[config.mk]
export PLATFORM = sky130hd
export DESIGN_NAME = seq_mul16
export DESIGN_NICKNAME = d
export VERILOG_FILES = /design/src/rtl/seq_mul16_pkg.sv /design/src/rtl/seq_mul16.sv
export SDC_FILE = /design/constraint.sdc
export NUM_CORES = 1
export LEC_CHECK = 0
export CORE_ASPECT_RATIO = 2
export CORE_MARGIN = 3
export CORE_UTILIZATION = 46
export CTS_CLUSTER_DIAMETER = 60
export CTS_CLUSTER_SIZE = 20
export DETAILED_ROUTE_END_ITERATION = 12
export PLACE_DENSITY = 0.83
export SYNTH_ARGS = -nofsm -noshare
export SYNTH_HDL_FRONTEND = slang
export SYNTH_SLANG_ARGS = --single-unit
[constraint.sdc]
create_clock -name clk -period 2.1 [get_ports clk]
set_input_delay 0.21 -clock clk [delete_from_list [all_inputs] [get_ports clk]]
set_output_delay 0.21 -clock clk [all_outputs]
set_load 0.005 [all_outputs]
[src/rtl/seq_mul16_pkg.sv]
// Shared types and constants for the sequential 16x16 multiplier built on alu16bit.
package seq_mul_pkg;

  typedef enum logic [1:0] {
    IDLE = 2'b00,
    RUN  = 2'b01,
    DONE = 2'b10
  } state_e;

  typedef enum logic [1:0] {
    BOOTH_NOP = 2'b00,
    BOOTH_ADD = 2'b01,
    BOOTH_SUB = 2'b10
  } booth_e;

  localparam logic [1:0] ALU_AND = 2'b00;
  localparam logic [1:0] ALU_OR  = 2'b01;
  localparam logic [1:0] ALU_ADD = 2'b10;
  localparam logic [1:0] ALU_SLT = 2'b11;

  localparam int ITER = 16;

  // Radix-2 Booth recoding of the current multiplier bit and the bit shifted out last step.
  function automatic booth_e booth_dec(input logic q0, input logic qm1);
    booth_e op;
    case ({q0, qm1})
      2'b01:   op = BOOTH_ADD;
      2'b10:   op = BOOTH_SUB;
      default: op = BOOTH_NOP;
    endcase
    return op;
  endfunction

endpackage

[src/rtl/seq_mul16.sv]
// Sequential 16x16 multiplier: one add/subtract-and-shift step per clock through an
// external combinational alu16bit, unsigned shift-add or signed radix-2 Booth.
module seq_mul16
  import seq_mul_pkg::*;
(
  input  logic        clk,
  input  logic        rst_n,
  input  logic        start,
  input  logic        signed_mode,
  input  logic [15:0] a,
  input  logic [15:0] b,
  output logic        busy,
  output logic        done,
  output logic [31:0] product,
  output logic [15:0] alu_src1,
  output logic [15:0] alu_src2,
  output logic        alu_A_invert,
  output logic        alu_B_invert,
  output logic        alu_cin,
  output logic [1:0]  alu_operation,
  output logic        alu_less,
  input  logic [15:0] alu_result,
  input  logic        alu_msbcin,
  input  logic        alu_g,
  input  logic        alu_p
);

  localparam logic [4:0] LAST_CNT = 5'(ITER - 1);

  state_e      state_q, state_d;
  logic [15:0] acc_q, acc_d;
  logic [15:0] q_q, q_d;
  logic        qm1_q, qm1_d;
  logic [15:0] m_q, m_d;
  logic        mode_q, mode_d;
  logic [4:0]  cnt_q, cnt_d;
  logic [31:0] product_q, product_d;

  booth_e      booth_op_s;
  logic        sub_s, last_s, cout_s, ovf_s, ext_s;
  logic [15:0] sum_s, step_acc_s, step_q_s;

  assign booth_op_s = booth_dec(q_q[0], qm1_q);
  assign sub_s      = (state_q == RUN) && mode_q && (booth_op_s == BOOTH_SUB);
  assign last_s     = (cnt_q == LAST_CNT);
  assign cout_s     = alu_g | (alu_p & sub_s);
  assign ovf_s      = alu_msbcin ^ cout_s;

  // Shift-in bit: carry-out for unsigned, true sign of the 17-bit sum for Booth.
  always_comb begin
    sum_s = acc_q;
    ext_s = 1'b0;
    if (mode_q) begin
      if (booth_op_s == BOOTH_NOP) begin
        sum_s = acc_q;
        ext_s = acc_q[15];
      end else begin
        sum_s = alu_result;
        ext_s = alu_result[15] ^ ovf_s;
      end
    end else begin
      if (q_q[0]) begin
        sum_s = alu_result;
        ext_s = cout_s;
      end else begin
        sum_s = acc_q;
        ext_s = 1'b0;
      end
    end
  end

  assign step_acc_s = {ext_s, sum_s[15:1]};
  assign step_q_s   = {sum_s[0], q_q[15:1]};

  // State register.
  always_ff @(posedge clk or negedge rst_n) begin
    if (!rst_n) begin
      state_q <= IDLE;
    end else begin
      state_q <= state_d;
    end
  end

  // Next-state logic.
  always_comb begin
    state_d = state_q;
    case (state_q)
      IDLE: begin
        if (start) state_d = RUN;
        else       state_d = IDLE;
      end
      RUN: begin
        if (last_s) state_d = DONE;
        else        state_d = RUN;
      end
      DONE:    state_d = IDLE;
      default: state_d = IDLE;
    endcase
  end

  // Output decode from registered state.
  always_comb begin
    busy = 1'b0;
    done = 1'b0;
    case (state_q)
      RUN:     busy = 1'b1;
      DONE:    done = 1'b1;
      default: begin
        busy = 1'b0;
        done = 1'b0;
      end
    endcase
  end

  // Datapath next-state: load on accept, one step per RUN cycle, capture product on the last step.
  always_comb begin
    acc_d     = acc_q;
    q_d       = q_q;
    qm1_d     = qm1_q;
    m_d       = m_q;
    mode_d    = mode_q;
    cnt_d     = cnt_q;
    product_d = product_q;
    case (state_q)
      IDLE: begin
        if (start) begin
          m_d    = a;
          q_d    = b;
          acc_d  = 16'h0000;
          qm1_d  = 1'b0;
          mode_d = signed_mode;
          cnt_d  = 5'd0;
        end else begin
          cnt_d = cnt_q;
        end
      end
      RUN: begin
        acc_d = step_acc_s;
        q_d   = step_q_s;
        qm1_d = q_q[0];
        cnt_d = cnt_q + 5'd1;
        if (last_s) product_d = {step_acc_s, step_q_s};
        else        product_d = product_q;
      end
      default: cnt_d = cnt_q;
    endcase
  end

  // Datapath registers.
  always_ff @(posedge clk or negedge rst_n) begin
    if (!rst_n) begin
      acc_q     <= 16'h0000;
      q_q       <= 16'h0000;
      qm1_q     <= 1'b0;
      m_q       <= 16'h0000;
      mode_q    <= 1'b0;
      cnt_q     <= 5'd0;
      product_q <= 32'h0000_0000;
    end else begin
      acc_q     <= acc_d;
      q_q       <= q_d;
      qm1_q     <= qm1_d;
      m_q       <= m_d;
      mode_q    <= mode_d;
      cnt_q     <= cnt_d;
      product_q <= product_d;
    end
  end

  assign product       = product_q;
  assign alu_src1      = acc_q;
  assign alu_src2      = m_q;
  assign alu_A_invert  = 1'b0;
  assign alu_B_invert  = sub_s;
  assign alu_cin       = sub_s;
  assign alu_operation = ALU_ADD;
  assign alu_less      = 1'b0;

endmodule
Word-level counts from Yosys, hierarchy flattened
Index checks and enable logic that the tools add are counted.
Word-level totals
  register bits: 89
  input port bits: 55
Cells by class
  eq/ne operators: 7
  muxes and demuxes: 20
  $add $sub $neg: 1
  reductions and logical operators: 8
  bitwise logic cells: 4
Operators with widths (number)
  16-bit two-way mux: 5
  16-bit case mux with 2 select lines: 2
  5-bit case mux with 2 select lines: 1
  2-bit case mux with 2 select lines: 2
  1-bit two-way mux: 7
  2-bit equality test (second input constant): 3
  2-bit AND reduction: 3
  5-bit by 1-bit adder with 5-bit output (second input constant): 1
  5-bit by 4-bit equality test with 1-bit output (second input constant): 1
  5-bit two-way mux: 1
  2-bit by 1-bit equality test with 1-bit output (second input constant): 2
  2-bit logical NOT: 2
  1-bit logical AND: 2
  2-bit two-way mux: 1
  2-bit inequality test (second input constant): 1
  1-bit case mux with 2 select lines: 1
  2-bit nonzero test: 1
  1-bit bitwise XOR: 2
  1-bit bitwise AND: 1
  1-bit bitwise OR: 1

Longest topological paths before layout
  depth in word-level cells: 11
  gate-level depth with buffers: 8
  depth with buffers taken out: 7

Worst setup path after synthesis
OpenSTA, ideal clock, no wires.
  path kind: register -> register
  start point: register cnt_q[0]
  end point: register product_q[10] (netlist: product[10])
  required time: 1.975 ns
  slack: 0.396 ns
  arrival time: 1.580 ns
  path buffers: 1
  period minus slack after synthesis: 1.704 ns
  stages on the path, launching flop included: 7
  cell sequence: dfrtp_1 -> ha_1 -> and3_1 -> ha_1 -> nand2_2 -> buf_2 -> mux2_2
Between the ends
  cells in the longest elaborated chain, start to end: 2
RTL lines
  start: declaration: RTL line seq_mul16.sv:36  | logic [4:0] cnt_q, cnt_d;
  start signal: assignment: RTL line seq_mul16.sv:165  | cnt_q <= cnt_d;
  5-bit by 4-bit equality test with 1-bit output: RTL line seq_mul16.sv:45  | assign last_s = (cnt_q == LAST_CNT);
  2-bit AND reduction (no source line)
  end signal: assignment: RTL line seq_mul16.sv:166  | product_q <= product_d;
  end: declaration: RTL line seq_mul16.sv:37  | logic [31:0] product_q, product_d;
No other way between the ends.
A chain may end at the register's enable or synchronous reset.

Worst setup path after layout
  start point: register q_q[0]
  end point: output port alu_B_invert
Between the ends
  cells in the longest elaborated chain, start to end: 4
  elaborated cells on any way between the ends: 5
RTL lines
  start: declaration: RTL line seq_mul16.sv:32  | logic [15:0] q_q, q_d;
  start signal: assignment: RTL line seq_mul16.sv:161  | q_q <= q_d;
  2-bit equality test / 2-bit by 1-bit equality test with 1-bit output (equally long branches): RTL line seq_mul16_pkg.sv:26  | case ({q0, qm1})
  2-bit case mux with 2 select lines *: RTL line seq_mul16_pkg.sv:26
  2-bit equality test *: RTL line seq_mul16.sv:44  | assign sub_s = (state_q == RUN) && mode_q && (booth_op_s == BOOTH_SUB);
  1-bit logical AND *: RTL line seq_mul16.sv:44
  end: declaration: RTL line seq_mul16.sv:18  | output logic alu_B_invert,
Every way passes the cells marked *; elsewhere a longest branch is shown, timed or not.

==> impl_metrics.csv <==
group,metric,value,unit
clocking,cts_buffers,9,
placed_design,postPlaceCellArea,0.00510,mm^2
pwr,clkPwrFrac,17.6,%
clocking,tritoncts,"yes",
placed_design,placed_cells,527,
pwr,comb_power_share,43.2,%
clocking,ctsResizeCount,0,
critical_path,startpoint,"q_q[0]",
critical_path,endpoint_kind,"output pin",
critical_path,crit_slowest_cell,"clkdlybuf4s50_1",
critical_path,cp-start-kind,"flop",
finish,mostFrequentLayoutCell,"clkdlybuf4s50_1",
die,die_area,0.00949,mm^2
pwr,p_seq_share,39.3,%
grt,grt_use_total,20.7,%
clocking,cts_sinks,89,
sta,max_freq,0.520,GHz
finish,antenna_cells,0,
pwr,cellLeakagePower,2.28,nW
synth,synth-edff-count,0,
sta,hold_slack,413,ps
sta,rsz0062_at_grt,"no",
clocking,worstSkewPairLatency,330,ps
placed_design,gp_congestion,0.784,
placed_design,dp_hpwl,6.82,mm
sta,post-route-period-util,91.6,%
route,drt_iter0_drc,100,
route,num_vias,2884,
synth,avgSynthCellArea,11.8,um^2
synth,ys_types,33,
die,dieWidth,70.4,um
route,ant_nets,0,
sta,finalSetupViolations,0,
route,wl,9.20,mm
clocking,cts_root_buf,"clkbuf_16",
finish,area_growth,40.5,%
sta,finalCriticalPeriod,1920,ps
critical_path,slowest_delay,530,ps
route,viasPerCell,5.33,
critical_path,path_cells,"ha_1, and4b_2, clkdlybuf4s50_1",
pwr,total_power,7.93,mW
die,num_rows,46,
die,dieHeight,135,um
pwr,peakVddDrop,979,uV
synth,ys_ff_latch,89,
synth,ys_async_sr_fraction,100,%
synth,synthCells,323,
grt,grt_start_max_net_pins,49,
sta,clock_skew,7.56,ps
outcome,outcome,"completed",
grt,grt_pass1_vias,3051,
die,ios,127,
finish,layout-drive-gt1-share,13.0,%
synth,yosys_most_used_dff,"dfrtp_1",
synth,syn-cell-area,0.00382,mm^2
pwr,p_int,5.42,mW
sta,worst_pin_slew,537,ps
min_path,hold_class,"in2async",
sta,slew_headroom,64.2,%
critical_path,worstSetupPathType,"reg2out",
pwr,p_per_area,1480,mW/mm^2
grt,grt.overflow.total,0,
finish,fin_cells,541,
route,drt_drc_violations_left,0,
die,start_util,47.7,%
run,cap_violations,0,
route,wl_per_cell,17.0,um
clocking,clkTransAtPathRegs,60,ps
placed_design,place.port_buffers,122,
pwr,p_sw,2.51,mW
grt,antenna_found_initial,0,
synth,seq_area_frac_synth,58.3,%
route,dr.pass1.iters,6,
finish,num-nets-final,501,
critical_path,required,1890,ps
critical_path,arrival,1710,ps
critical_path,r2r_start,"cnt_q[0]",
finish,fill_cells,640,
clocking,cts.path.max_buffers,2,
finish,final_cell_mix,"clkdlybuf4s50_1 (121), dfrtp_1 (89), nand2_1 (55)",
pwr,netSwitchingFraction,31.6,%
synth,ys_warn_count,0,
sta,setup_tns,0,ps
grt,grt_pass1_wl,15.0,mm
finish,final_cell_area,0.00537,mm^2
critical_path,cp_max_fo,4,
clocking,h-tree-depth,3,
sta,hold_viol_final,0,
sta,drv_slew,0,
die,core_region_area,0.00800,mm^2
[flip-flops by register name (all words and copies together), names as in the netlist]
name and cells:
product 32, alu_src1 16, alu_src2 16, q_q 16
cnt_q 5, state_q 2, mode_q 1, qm1_q 1
[final timing paths]
path | to | slack (ps) | cells past startpoint
hold / removal | alu_src2[8] | 410 | 2
setup reg to reg | product[26] | 210 | 7
setup / recovery | alu_B_invert | 180 | 3
min in group clk | product[23] | 480 | 2
hold reg to reg | product[23] | 480 | 2
max in group asynchronous | alu_src1[0] | 1040 | 3
[cell type report]
| class | count | area (um^2) | area share, % |
|---|---|---|---|
| inverters | 5 | 18.8 | 0.350 |
| clock buffers | 12 | 246 | 4.59 |
| flip-flops and latches | 89 | 2230 | 41.5 |
| clock inverters | 1 | 5.00 | 0.0933 |
| repair buffers | 133 | 1340 | 25.0 |
| multi-input cells | 205 | 1410 | 26.2 |
| well taps | 96 | 120 | 2.24 |
[routing by layer]
layer | track usage [%] | vias to the layer above | share of wire [%]
met5 | 0 | - | 0
met4 | 13.4 | 0 | 4.8
met3 | 3.43 | 32 | 3.6
met2 | 37.5 | 101 | 58
met1 | 21.4 | 1411 | 34
li1 | - | 1340 | -
[logic make-up (layout without fill, tap and decap cells)]
logic type / Yosys count / in the layout / synth area share [%]
DFF: 89 / 89 / 58.3
and+or+nand+nor: 70 / 70 / 7.93
AOI/OAI and AO/OA: 63 / 63 / 9.37
muxes: 63 / 63 / 17.6
buffers and inverters: 31 / 151 / 5.15
adders and majority gates: 3 / 3 / 0.983
other: 2 / 4 / 0.197
xor gates and xnor gates: 2 / 2 / 0.459
[Yosys cell counts, types with 3 or more instances]
| library cell | count | share of area (%) |
|---|---|---|
| clkbuf_1 | 5 | 0.49 |
| nand2_1 | 55 | 5.4 |
| dfrtp_1 | 89 | 58 |
| o22ai_1 | 17 | 2.8 |
| buf_4 | 8 | 1.6 |
| mux2_2 | 32 | 9.4 |
| buf_2 | 9 | 1.2 |
| mux2i_1 | 31 | 8.1 |
| ha_1 | 3 | 0.98 |
| o21ai_0 | 32 | 4.2 |
| inv_1 | 5 | 0.49 |
| buf_6 | 3 | 0.88 |
| o21ai_1 | 6 | 0.79 |
[repair_timing]
action                     CTS  global route
setup endpoints to repair    0             0
hold buffers                 1             0
hold endpoints to repair    41             0
setup buffers                0             0
[power by group through the flow]
stage | registers, mW | logic, mW | clock network (mW)
finish | 3.12 | 3.42 | 1.39
global route | 3.24 | 3.77 | 1.47
detailed placement | 3.14 | 3.45 | 0
floorplan | 3.06 | 1.66 | 0
CTS | 3.12 | 3.47 | 1.42
global placement | 3.09 | 3.35 | 0
[critical path: cells and delay by family (launching register included)]
family / cells / cell delay (ps)
buf+inv: 1 / 530
flops: 1 / 410
fa+ha+maj: 1 / 170
simple gates: 1 / 270
[stage by stage]
step / utilization, % / setup slack (ps)
after global routing: 67.1 / 55.4
after global placement: 63.8 / 312
after detailed placement: 63.8 / 224
after floorplan: - / 396
final: 67.1 / 176
after CTS: 67.1 / 171
Power figures use the tool's default switching activity.
